## src/rtl/md_pad6.sv

```systemverilog
// Six-button controller pad emulation: tracks TH handshake phases from the
// console port and presents the matching active-low button row on the data pins.
module md_pad6 #(
    parameter int SIX_BUTTON = 1,
    parameter int TIMEOUT    = 86000
) (
    input  logic        MCLK,
    input  logic        RESET,
    input  logic [6:0]  PORT_i,
    input  logic [6:0]  PORT_d,
    input  logic [11:0] BTN,
    output logic [6:0]  PAD_o,
    output logic [6:0]  PAD_d,
    output logic [2:0]  PHASE
);

    localparam logic [16:0] IDLE_MAX = 17'(TIMEOUT);

    logic        th_eff_s;
    logic        sync0_q;
    logic        sync1_q;
    logic        th_edge_s;
    logic        timeout_s;
    logic [2:0]  phase_q;
    logic [2:0]  phase_d;
    logic [16:0] idle_q;
    logic [16:0] idle_d;
    logic [11:0] btn_n_s;
    logic [5:0]  row_s;
    logic [6:0]  pad_q;
    logic [6:0]  pad_d;
    logic        unused_s;

    // An undriven TH line floats high through the console pull-up.
    assign th_eff_s  = PORT_d[6] ? 1'b1 : PORT_i[6];
    assign th_edge_s = sync0_q ^ sync1_q;
    assign timeout_s = (idle_q == IDLE_MAX);
    assign btn_n_s   = ~BTN;
    assign unused_s  = ^{PORT_i[5:0], PORT_d[5:0]};

    // TH synchronizer; the older stage doubles as the previous level for edge detection.
    always_ff @(posedge MCLK or posedge RESET) begin
        if (RESET) begin
            sync0_q <= 1'b1;
            sync1_q <= 1'b1;
        end else begin
            sync0_q <= th_eff_s;
            sync1_q <= sync0_q;
        end
    end

    // Phase advance and idle timeout; an edge beats a coincident timeout.
    always_comb begin
        phase_d = phase_q;
        idle_d  = idle_q;
        if (th_edge_s) begin
            idle_d = 17'd0;
            if (SIX_BUTTON != 0) begin
                phase_d = phase_q + 3'd1;
            end else begin
                phase_d = 3'd0;
            end
        end else if (timeout_s) begin
            phase_d = 3'd0;
        end else begin
            idle_d = idle_q + 17'd1;
        end
    end

    // Phase and idle counter registers.
    always_ff @(posedge MCLK or posedge RESET) begin
        if (RESET) begin
            phase_q <= 3'd0;
            idle_q  <= 17'd0;
        end else begin
            phase_q <= phase_d;
            idle_q  <= idle_d;
        end
    end

    // Row select: TH level picks the half, phase picks the extended rows.
    always_comb begin
        row_s = {btn_n_s[6], btn_n_s[5], btn_n_s[3], btn_n_s[2], btn_n_s[1], btn_n_s[0]};
        if (sync1_q) begin
            if (phase_q == 3'd6) begin
                row_s = {1'b1, 1'b1, btn_n_s[11], btn_n_s[8], btn_n_s[9], btn_n_s[10]};
            end else begin
                row_s = {btn_n_s[6], btn_n_s[5], btn_n_s[3], btn_n_s[2], btn_n_s[1], btn_n_s[0]};
            end
        end else begin
            case (phase_q)
                3'd5:    row_s = {btn_n_s[7], btn_n_s[4], 4'b0000};
                3'd7:    row_s = {btn_n_s[7], btn_n_s[4], 4'b1111};
                default: row_s = {btn_n_s[7], btn_n_s[4], 2'b00, btn_n_s[1], btn_n_s[0]};
            endcase
        end
        pad_d = {1'b1, row_s};
    end

    // Output flop; reset presents all buttons released.
    always_ff @(posedge MCLK or posedge RESET) begin
        if (RESET) begin
            pad_q <= 7'h7F;
        end else begin
            pad_q <= pad_d;
        end
    end

    assign PAD_o = pad_q;
    assign PAD_d = 7'b1000000;
    assign PHASE = phase_q;

endmodule

```

## config.mk

```make
export PLATFORM = sky130hd
export DESIGN_NAME = md_pad6
export DESIGN_NICKNAME = d
export VERILOG_FILES = /design/src/rtl/md_pad6.sv
export SDC_FILE = /design/constraint.sdc
export NUM_CORES = 1
export LEC_CHECK = 0
export CORE_ASPECT_RATIO = 0.8
export CORE_MARGIN = 2
export CORE_UTILIZATION = 35
export CTS_CLUSTER_DIAMETER = 200
export DETAILED_ROUTE_END_ITERATION = 10
export GPL_TIMING_DRIVEN = 0
export PLACE_DENSITY_LB_ADDON = 0.25
export RECOVER_POWER = 50
export REMOVE_ABC_BUFFERS = 1
export SLEW_MARGIN = 15
export SYNTH_ARGS = -nofsm -noshare
export SYNTH_HDL_FRONTEND = slang
export SYNTH_SLANG_ARGS = --single-unit
```

## constraint.sdc

```tcl
create_clock -name MCLK -period 2.8 [get_ports MCLK]
set_input_delay 0.42 -clock MCLK [delete_from_list [all_inputs] [get_ports MCLK]]
set_output_delay 0.42 -clock MCLK [all_outputs]
set_load 0.02 [all_outputs]
```

# [After elaboration in Yosys (flattened, before gate mapping)]
# Index checks and enable logic that the tools add are counted.
# Widths: inputs -> output; s select.
[totals] reg_bits=28 latchBits=0 ram_bits=0 romBits=0 in_bits=28 elab_cells=23 mem_count=0
[op_classes] addsub=2 multipliers=0 div_mod_pow=0 order_cmp=0 n_eq_ne=5 shift=0 n_mux=8 n_bitwise=2 n_reduce_logical=1
[ops] cell="$mux 17" n=2
[ops] cell="$add 17x1->17 const B" n=1
[ops] cell="$eq 17x17->1 const B" n=1
[ops] cell="$mux 6" n=2
[ops] cell="$not 12->12" n=1
[ops] cell="$eq 3x3->1 const B" n=3
[ops] cell="$pmux 4 s2" n=1
[ops] cell="$mux 3" n=2
[ops] cell="$add 3x1->3 const B" n=1
[ops] cell="$ne 2x2->1 const B" n=1
[ops] cell="$reduce_bool 2->1" n=1
[ops] cell="$mux 1" n=1
[ops] cell="$xor 1x1->1" n=1

# [Longest topological paths before layout]
[logic_depth] word_depth=3 mapped_depth=7 mapped_depth_nobuf=6

# [Least setup slack after synthesis]
# No wires, ideal clock.
[synth_timing] path_kind="reg2reg" from="register idle_q[15]" to="register idle_q[1]" arrival_time_ns=1.604 setup_slack_ns=1.064 stages_incl_launch_ff=6 n_path_buf=1 period_less_slack_ns=1.736 path_cell_list="dfrtp_1 > or4b_1 > or4_1 > buf_2 > mux2i_1 > nor2_1"
[synth_between] elab_chain_cells=2
[synth_rtl] element="from (decl)" line="26" text="logic [16:0] idle_q;"
[synth_rtl] element="from (signal assigned)" line="77" text="idle_q <= idle_d;"
[synth_rtl] element="$eq 17x17->1" line="37" text="assign timeout_s = (idle_q == IDLE_MAX);"
[synth_rtl] element="$ne 2x2->1 (no line)"
# Every way passes these cells.
# A chain may end at the register's enable or synchronous reset.

# [Worst setup path after layout]
[layout_timing] from="register idle_q[4]" to="register phase_q[1] (netlist: PHASE[1])"
[layout_between] elab_chain_cells=2
[layout_rtl] element="$eq 17x17->1" line="37"
[layout_rtl] element="$reduce_bool 2->1 (no line)"
[layout_rtl] element="to (signal assigned)" line="76" text="phase_q <= phase_d;"
[layout_rtl] element="to (decl)" line="24" text="logic [2:0] phase_q;"
# Every way passes these cells.

==> summary.txt <==
Finish
  • Register area: 710.7 sq um
  • Final nets: 205
  • Area Overhead vs Synth: 21.55%
  • Area occupied by multi-input gates: 670.6 sq um
  • Layout cells sized above 1: 10.59%
  • Commonest non-fill, non-tap cells in the layout: 22 x clkdlybuf4s50_1, 20 x dfrtp_1, 14 x nor2_1, 10 x nand2_1, 10 x a21oi_1
  • Fin area: 0.001772 sq mm
  • Fill cells: 384
  • Diodes inserted: 0
  • Commonest non-fill, non-tap cell in the layout: clkdlybuf4s50_1

GRT
  • GRT overflow: 0
  • Via count of the first global-routing pass: 1072
  • Initial antenna violation count: 0
  • GRT Overall Usage: 13.88%
  • First-pass GRT wire length: 5.106 mm
  • Largest net degree at the start of global routing: 29

Worst setup path
  • Crit path max fanout: 11
  • CP required: 2.93 ns
  • CP arrival: 2.12 ns
  • Critical Path Sink Type: flip-flop
  • CP startpoint kind: flip-flop
  • Type of the worst setup path: reg2reg

CTS
  • Sink Count: 28
  • Hold buffer count at cts: 0
  • CTS tree: done
  • Clk buf depth: 2
  • Clk_lat worst skew: 0.27 ns
  • CTS clock-pin slew for the worst setup and hold paths: 0.09 ns
  • H-tree depth: 1
  • CTS Buf Count: 3
  • Post-CTS setup buffers: 0
  • CTS root buffer: clkbuf_8
  • Post-CTS Resized: 0

Die
  • DIE AREA: 0.004700 sq mm
  • Initial Util: 37.34%
  • Die Ht: 61.72 um
  • Die X: 76.15 um
  • Total core area: 0.003904 sq mm
  • Num rows: 20
  • IO Count: 45

Synth
  • Synth Register Bits: 28
  • Yosys Warn Count: 0
  • Syn Area/Cell: 9.783 sq um
  • Seq/Total Area, Yosys: 48.76%
  • Cells after Synth: 149
  • Async SR Flop Fraction: 100.0%
  • Ys flop type: dfrtp_1
  • EDFF count, synth: 0
  • Post-Syn Area: 0.001458 sq mm
  • Post-synthesis cell type count: 31

STA
  • Slew @ Worst Pin: 0.9600 ns
  • Headroom to the max-slew limit: 35.60%
  • Setup TNS Final: 0 ns
  • Final Setup Violations: 0
  • Max-slew violations: 0
  • FMAX: 502.5 MHz
  • PnR worst setup slack: 0.8100 ns
  • Final Hold Violating Endpoints: 0
  • Clk_skew: 0.005192 ns
  • RSZ-0062 raised after global routing: false
  • Tmin final: 1.990 ns
  • Period Utilization, post-route: 71.07%

Drt
  • Via density: 4.796
  • 1st-iter DRT viols: 37
  • Post-detailed-route wirelength per cell: 12.61 um
  • DRT Pass-1 Iters: 4
  • Final WL: 2.837 mm
  • Via count: 1079
  • Final ANT Viol Nets: 0
  • DRC viols: 0

Placement
  • Placed cell area: 0.001717 sq mm
  • Pre-CTS setup slack: 0.8093 ns
  • Final Wtd Congestion: 0.7709
  • Port bufs: 24
  • DP Wirelength: 2.159 mm

Job
  • Max-cap viol count: 0

Power and ir drop
  • Pwr per Cell Area: 617.5 mW/mm^2
  • Internal power: 748.6 uW
  • Clock power frac: 22.4%
  • NetSw: 345.5 uW
  • Comb pwr share: 28.9%
  • Register share of total power: 48.7%
  • Maximum VDD drop: 0.3969 mV
  • Net Sw Frac: 31.58%
  • Leakage: 0.0007248 uW

Min path
  • Worst hold path type: reg2reg

Run status
  • Outcome: complete, no violations
Yosys cell counts, types with 5 or more instances:
| cell type | instances | area (sq um) |
|---|---|---|
| inv_1 | 7 | 26.28 |
| nand3_1 | 8 | 40.04 |
| xnor2_1 | 9 | 78.83 |
| ha_1 | 6 | 75.07 |
| xor2_1 | 5 | 43.79 |
| nor3_1 | 6 | 30.03 |
| nor2_1 | 14 | 52.55 |
| dfstp_2 | 8 | 210.2 |
| nand2_1 | 10 | 37.54 |
| dfrtp_1 | 20 | 500.5 |
| a21oi_1 | 10 | 50.05 |
| buf_4 | 8 | 60.06 |
logic make-up (layout without fill, tap and decap cells):
family | after synthesis | count (layout) | share of synthesized area, %
xor gates and xnor gates | 14 | 14 | 8.412
AOI/OAI and AO/OA | 18 | 18 | 7.124
adders and majority gates | 6 | 6 | 5.150
and+or+nand+nor | 58 | 58 | 20.52
buffers and inverters | 20 | 35 | 7.296
muxes | 3 | 3 | 2.232
other | 2 | 8 | 0.5152
DFF | 28 | 28 | 48.76
through the flow:
stage                     hold WS, ns  utilization [%]  std cells  power (uW)
final                          0.4252            45.38        225        1094
after global routing           0.4431            45.38        225        1167
after CTS                      0.4013            45.38        225        1113
after detailed placement       0.3876            43.97        221       861.3
after global placement         0.3791            43.78        221       845.7
after floorplan                0.3732                -        142       715.5
final timing paths:
path | from | endpoint | slack, ns | depth (start not counted)
worst max-delay path | idle_q[4]$_DFFE_PP0P_ | PHASE[1]$_DFFE_PP0P_ | 0.81 | 4
worst min-delay path | sync0_q$_DFF_PP1_ | sync1_q$_DFF_PP1_ | 0.43 | 0
worst max register to register | idle_q[4]$_DFFE_PP0P_ | PHASE[1]$_DFFE_PP0P_ | 0.81 | 4
worst min register to register | sync0_q$_DFF_PP1_ | sync1_q$_DFF_PP1_ | 0.43 | 0
max in group asynchronous | RESET | idle_q[16]$_DFFE_PP0P_ | 1.66 | 2
min in group asynchronous | RESET | idle_q[6]$_DFFE_PP0P_ | 0.69 | 2
critical path: stages, from the launching register on:
cell     delay (ns)
dfrtp_1        0.42
nand4_1        0.37
or4_1          0.78
a21oi_1        0.20
a21oi_1        0.06
state kept, by name (all words and copies together), names as in the netlist:
name / count
idle_q: 17
sync0_q: 1
PAD_o: 6
sync1_q: 1
PHASE: 3
area by class of cell:
class | instances | area share, %
inverters | 7 | 1.483
clock buffers | 4 | 3.107
multi-input cells | 107 | 37.85
well taps | 55 | 3.884
repair buffers | 24 | 13.56
flip-flops and latches | 28 | 40.11
layer usage:
layer / up-vias / global-route usage [%] / wire length (um)
met1: 515 / 19.24 / 1395
met4: 0 / 3.117 / 19
met5: - / 0 / 0
met2: 25 / 22.96 / 1307
li1: 537 / - / -
met3: 2 / 3.179 / 114
power groups by stage:
| stage | logic (uW) | clock network (uW) | registers (uW) |
|---|---|---|---|
| finish | 316 | 245 | 533 |
| global route | 346 | 276 | 545 |
| CTS | 322 | 257 | 534 |
| detailed placement | 321 | 0 | 541 |
| global placement | 310 | 0 | 536 |
| floorplan | 139 | 0 | 576 |
No activity file was read; power rests on OpenSTA's default activity.
